$ cat config.mk
export PLATFORM = sky130hd
export DESIGN_NAME = comparator
export DESIGN_NICKNAME = d
export VERILOG_FILES = /design/src/rtl/comparator_pkg.sv /design/src/rtl/sensor_sync.sv /design/src/rtl/comparator.sv
export SDC_FILE = /design/constraint.sdc
export NUM_CORES = 1
export LEC_CHECK = 0
export ABC_CLOCK_PERIOD_IN_PS = 7100
export CAP_MARGIN = 10
export CORE_MARGIN = 5
export CORE_UTILIZATION = 32
export DETAILED_ROUTE_END_ITERATION = 7
export GPL_TIMING_DRIVEN = 0
export PLACE_DENSITY = 0.49
export SYNTH_ARGS = -nofsm -noshare
export SYNTH_HDL_FRONTEND = slang
export SYNTH_SLANG_ARGS = --single-unit
$ cat constraint.sdc
create_clock -name clk -period 7.1 [get_ports clk]
set_input_delay 1.42 -clock clk [delete_from_list [all_inputs] [get_ports clk]]
set_output_delay 1.42 -clock clk [all_outputs]
set_load 0.005 [all_outputs]
$ cat src/rtl/comparator_pkg.sv
// Shared constants for the three-sensor event comparator: sensor bit positions,
// parameter defaults and a 3-bit population count used by the voter.
package comparator_pkg;
  localparam int N_SENS          = 3;
  localparam int IDX_T           = 2;
  localparam int IDX_S           = 1;
  localparam int IDX_H           = 0;
  localparam int DEF_SYNC_STAGES = 2;
  localparam int DEF_CNT_W       = 4;
  localparam int DEF_FAULT_LIMIT = 3;

  function automatic logic [1:0] popcnt3(input logic [2:0] v);
    return {1'b0, v[0]} + {1'b0, v[1]} + {1'b0, v[2]};
  endfunction
endpackage

$ cat src/rtl/sensor_sync.sv
// Single-bit multi-flop synchronizer for an asynchronous sensor level.
module sensor_sync #(
  parameter int STAGES = 2
) (
  input  logic clk,
  input  logic rst_n,
  input  logic d,
  output logic q
);
  logic [STAGES-1:0] sync_q, sync_d;

  always_comb sync_d = {sync_q[STAGES-2:0], d};

  always_ff @(posedge clk or negedge rst_n) begin
    if (!rst_n) sync_q <= '0;
    else        sync_q <= sync_d;
  end

  assign q = sync_q[STAGES-1];
endmodule

$ cat src/rtl/comparator.sv
// Fault-tolerant 2-of-3 event voter: synchronizes three sensor levels, votes over the
// sensors not yet declared faulty, flags dissenters and retires repeat offenders.
module comparator
  import comparator_pkg::*;
#(
  parameter int SYNC_STAGES = DEF_SYNC_STAGES,
  parameter int CNT_W       = DEF_CNT_W,
  parameter int FAULT_LIMIT = DEF_FAULT_LIMIT
) (
  input  logic       clk,
  input  logic       rst_n,
  input  logic       Temperature,
  input  logic       Smoke,
  input  logic       Humidity,
  input  logic       clear_faults,
  output logic       Output,
  output logic [2:0] Flag,
  output logic       event_pulse,
  output logic [2:0] faulty
);
  localparam logic [CNT_W-1:0] CNT_MAX = '1;
  localparam logic [CNT_W-1:0] LIMIT   = CNT_W'(FAULT_LIMIT);

  logic [2:0] sens_raw, s;
  logic [2:0] active, s_act, flag_d, flag_q, flag_rise, faulty_d, faulty_q;
  logic [1:0] n_act, n_hi;
  logic       m, split, out_d, out_q, pulse_d, pulse_q;
  logic [N_SENS-1:0][CNT_W-1:0] cnt_d, cnt_q;

  assign sens_raw = {Temperature, Smoke, Humidity};

  for (genvar i = 0; i < N_SENS; i++) begin : g_sync
    sensor_sync #(.STAGES(SYNC_STAGES)) u_sync (
      .clk  (clk),
      .rst_n(rst_n),
      .d    (sens_raw[i]),
      .q    (s[i])
    );
  end

  // With two active sensors that disagree there is no majority to blame anyone against.
  always_comb begin
    active = ~faulty_q;
    s_act  = s & active;
    n_act  = popcnt3(active);
    n_hi   = popcnt3(s_act);
    split  = (n_act == 2'd2) && (n_hi == 2'd1);
    m      = 1'b0;
    case (n_act)
      2'd3:    m = (n_hi >= 2'd2);
      2'd2:    m = (n_hi == 2'd2);
      default: m = 1'b0;
    endcase
    if (split || (&s) || !(|s)) flag_d = '0;
    else                        flag_d = (s ^ {3{m}}) & active;
    flag_rise = flag_d & ~flag_q;
    out_d     = m;
    pulse_d   = m & ~out_q;
  end

  always_comb begin
    cnt_d    = cnt_q;
    faulty_d = faulty_q;
    for (int i = 0; i < N_SENS; i++) begin
      if (flag_rise[i] && (cnt_q[i] != CNT_MAX)) cnt_d[i] = cnt_q[i] + CNT_W'(1);
      if (cnt_q[i] >= LIMIT) faulty_d[i] = 1'b1;
    end
    if (clear_faults) begin
      cnt_d    = '0;
      faulty_d = '0;
    end
  end

  always_ff @(posedge clk or negedge rst_n) begin
    if (!rst_n) begin
      out_q    <= 1'b0;
      pulse_q  <= 1'b0;
      flag_q   <= '0;
      cnt_q    <= '0;
      faulty_q <= '0;
    end else begin
      out_q    <= out_d;
      pulse_q  <= pulse_d;
      flag_q   <= flag_d;
      cnt_q    <= cnt_d;
      faulty_q <= faulty_d;
    end
  end

  assign Output      = out_q;
  assign Flag        = flag_q;
  assign event_pulse = pulse_q;
  assign faulty      = faulty_q;
endmodule

==> results.py <==
metrics = {
    "timing": {
        "max_freq_mhz": 374,
        "worst_slew_pin_slew_ns": 0.568,
        "clock_skew_ns": 0.00140,
        "min_period_ns": 2.68,
        "setup_viol": 0,
        "max-slew-margin-rel_pct": 62.2,
        "fin_setup_tns_ns": 0,
        "rsz0062_at_grt": "false",
        "slew_violations": 0,
        "whs_ns": 0.356,
        "period_share_pct": 37.7,
        "hold_viol": 0,
    },
    "final_layout": {
        "layout-drive-gt1-share_pct": 14.1,
        "num-nets-final": 140,
        "n_antenna_cell": 0,
        "syn_to_final_growth_pct": 19.6,
        "fin_area_mm2": 0.00150,
        "finalNonFillerCells": 176,
    },
    "yosys": {
        "synth-seq-area-share_pct": 51.8,
        "synthFlopType": "dfrtp_1",
        "synthArstFlopShare_pct": 100,
        "yosysUniqueCellTypes": 27,
        "syn_nets": 123,
        "synth_area_per_cell_um2": 11.2,
        "syn_area_mm2": 0.00125,
        "yosysWarnings": 0,
        "synth_seq_cells": 26,
        "postSynthCellCount": 112,
        "synth_edf_count": 0,
    },
    "clock_network": {
        "cts_setup_buffers": 0,
        "path_clk_slew_ns": 0.09,
        "cts_hold_buffers": 0,
        "cts-root-buf": "clkbuf_8",
        "insertion_delay_ns": 0.27,
        "cts_sinks": 26,
        "cts-buffers-inserted": 3,
        "cts_resized": 0,
        "htree_levels": 1,
        "cts_tree": "done",
        "clockBufferDepth": 2,
    },
    "critical_path": {
        "path_cells": "clkdlybuf4s50_1",
        "path_max_fanout": 5,
        "crit_family": "buffers and inverters",
        "critPathKind": "reg -> out",
        "cpPeakStageDelay_ns": 0.54,
        "worstPathArrival_ns": 1.26,
        "crit_slowest_cell": "clkdlybuf4s50_1",
        "startpoint_type": "flop",
        "crit_path_end_kind": "output pin",
        "critical_path_required_ns": 5.68,
        "worstPathBufferInverterCount": 1,
    },
    "routing": {
        "drc": 0,
        "drt-pass1-iter-count": 4,
        "viasPerCell": 5.04,
        "vias": 887,
        "postRouteAntennaNets": 0,
        "wl_per_cell_um": 12.8,
        "first_iter_violations": 43,
        "routed_wl_um": 2260,
    },
    "place": {
        "gp_congestion": 0.781,
        "place_area_mm2": 0.00144,
        "post-place-cells": 172,
        "portBuffers": 12,
        "dp.final_hpwl_um": 1740,
    },
    "global_route": {
        "grt_overflow_total": 0,
        "grt_pass1_vias": 890,
        "grt.total_usage_pct": 9.68,
        "grt_pass1_wl_um": 4080,
        "grt_max_degree": 27,
        "grt_antenna_before_repair": 0,
    },
    "floorplanning": {
        "row_count": 22,
        "start_util_pct": 33.5,
        "fp.dieW_um": 72.6,
        "die_area_mm2": 0.00527,
        "design.core.area_mm2": 0.00374,
        "die_h_um": 72.6,
        "io_pins": 14,
    },
    "status": {
        "status": "complete, no violations",
    },
    "flow_run": {
        "drv_cap": 0,
    },
    "power_and_ir_drop": {
        "leakage_nw": 0.668,
        "ir_drop_uv": 101,
        "powerDensity_mw_per_mm2": 227,
    },
    "hold_path": {
        "hp-class": "reg -> reg",
    },
}
-- cell type report --
| type | instances | area, µm² |
|---|---|---|
| Clock buffer | 3 | 41.3 |
| Clock inverter | 1 | 30.0 |
| Buffer | 2 | 7.51 |
| Inverter | 6 | 22.5 |
| Sequential cell | 26 | 651 |
| Fill cell | 383 | 2240 |
| Tap cell | 48 | 60.1 |
| Timing Repair Buffer | 12 | 115 |
| Multi-Input combinational cell | 78 | 574 |
-- logic make-up after synthesis --
logic type                 count (synthesis)  synth area share (%)
and+or+nand+nor                           46                  22.8
DFF                                       26                  51.8
AOI/OAI and AO/OA                         18                  9.57
buffers and inverters                      8                  2.39
muxes                                      6                  5.08
adders and majority gates                  5                  6.18
xor gates and xnor gates                   3                  2.09
-- path summary, 6_finish.rpt --
check / startpoint / endpoint / slack (ns) / depth (start not counted)
worst min-delay path: g_sync[2].u_sync.sync_q[0] / g_sync[2].u_sync.sync_q[1] / 0.36 / 0
min in group asynchronous: rst_n / cnt_q[1] / 1.13 / 1
worst max register to register: faulty[0] / cnt_q[2] / 4.49 / 7
worst max-delay path: faulty[2] / faulty[2] / 4.42 / 1
max in group asynchronous: rst_n / cnt_q[5] / 5.59 / 1
worst min register to register: g_sync[2].u_sync.sync_q[0] / g_sync[2].u_sync.sync_q[1] / 0.36 / 0
-- where the power goes --
group	leakage (nW)	switching (mW)	total (mW)	internal, mW
Clock	0.0357	0.0462	0.122	0.0754
Sequential	0.339	0.00775	0.166	0.158
Combinational	0.293	0.0264	0.0535	0.0271
Total	0.668	0.0804	0.341	0.261
-- stage by stage --
step	worst slack [ns]	power [mW]	util [%]
finish	4.42	0.341	40.1
CTS	4.42	0.344	40.2
detailed placement	4.24	0.223	38.3
global route	4.33	0.357	40.1
floorplan	4.70	0.202	-
global placement	4.29	0.221	38.3
-- worst register-to-register path, stage by stage (launching register included) --
cell	delay [ns]
dfrtp_1	0.44
or2b_1	0.29
fa_1	0.56
nor2_2	0.30
nor4_2	0.09
o21ai_1	0.40
nor2_1	0.10
mux2_1	0.32
-- metal layers --
metal | vias to the layer above | global-route usage [%] | part of all wire [%]
met2 | 16 | 15.2 | 47
met4 | 0 | 3.69 | 1.2
met3 | 4 | 2.07 | 4.9
li1 | 425 | - | -
met5 | - | 0 | 0
met1 | 442 | 13.0 | 47
-- Yosys cell counts (3+ instances only) --
master | n | area share (%)
nor4_2 | 3 | 3.0
dfrtp_1 | 26 | 52
o21ba_2 | 3 | 2.4
a31o_2 | 3 | 2.1
mux2i_1 | 3 | 2.4
nor2_1 | 16 | 4.8
mux2_1 | 3 | 2.7
ha_1 | 3 | 3.0
or3_1 | 4 | 2.0
inv_1 | 6 | 1.8
nand3_1 | 3 | 1.2
o21ai_0 | 3 | 1.2
nor2b_1 | 4 | 2.0
o21ai_1 | 3 | 1.2
xor2_1 | 3 | 2.1
a21oi_1 | 5 | 2.0
nor4_1 | 6 | 3.0
-- cell usage in the layout (no fill, tap or decap), drive strengths merged, types with 2 or more instances in the layout --
cell and n:
fa 2, nand2b 2, dfrtp 26, nand3 3, nor2 17, nor3 2
a21oi 6, o21ba 3, mux2 3, or2b 2, o21ai 6, a31o 3
nor2b 4, xor2 3, inv 6, nor4 9, ha 3, or3 4
clkbuf 5, mux2i 3, clkdlybuf4s50 11
-- state kept, by name, indices dropped and copies added (netlist names) --
signal	cells
Flag	3
Output	1
cnt_q	12
event_pulse	1
faulty	3
g_sync.u_sync.sync_q	6
Power figures use the tool's default switching activity.
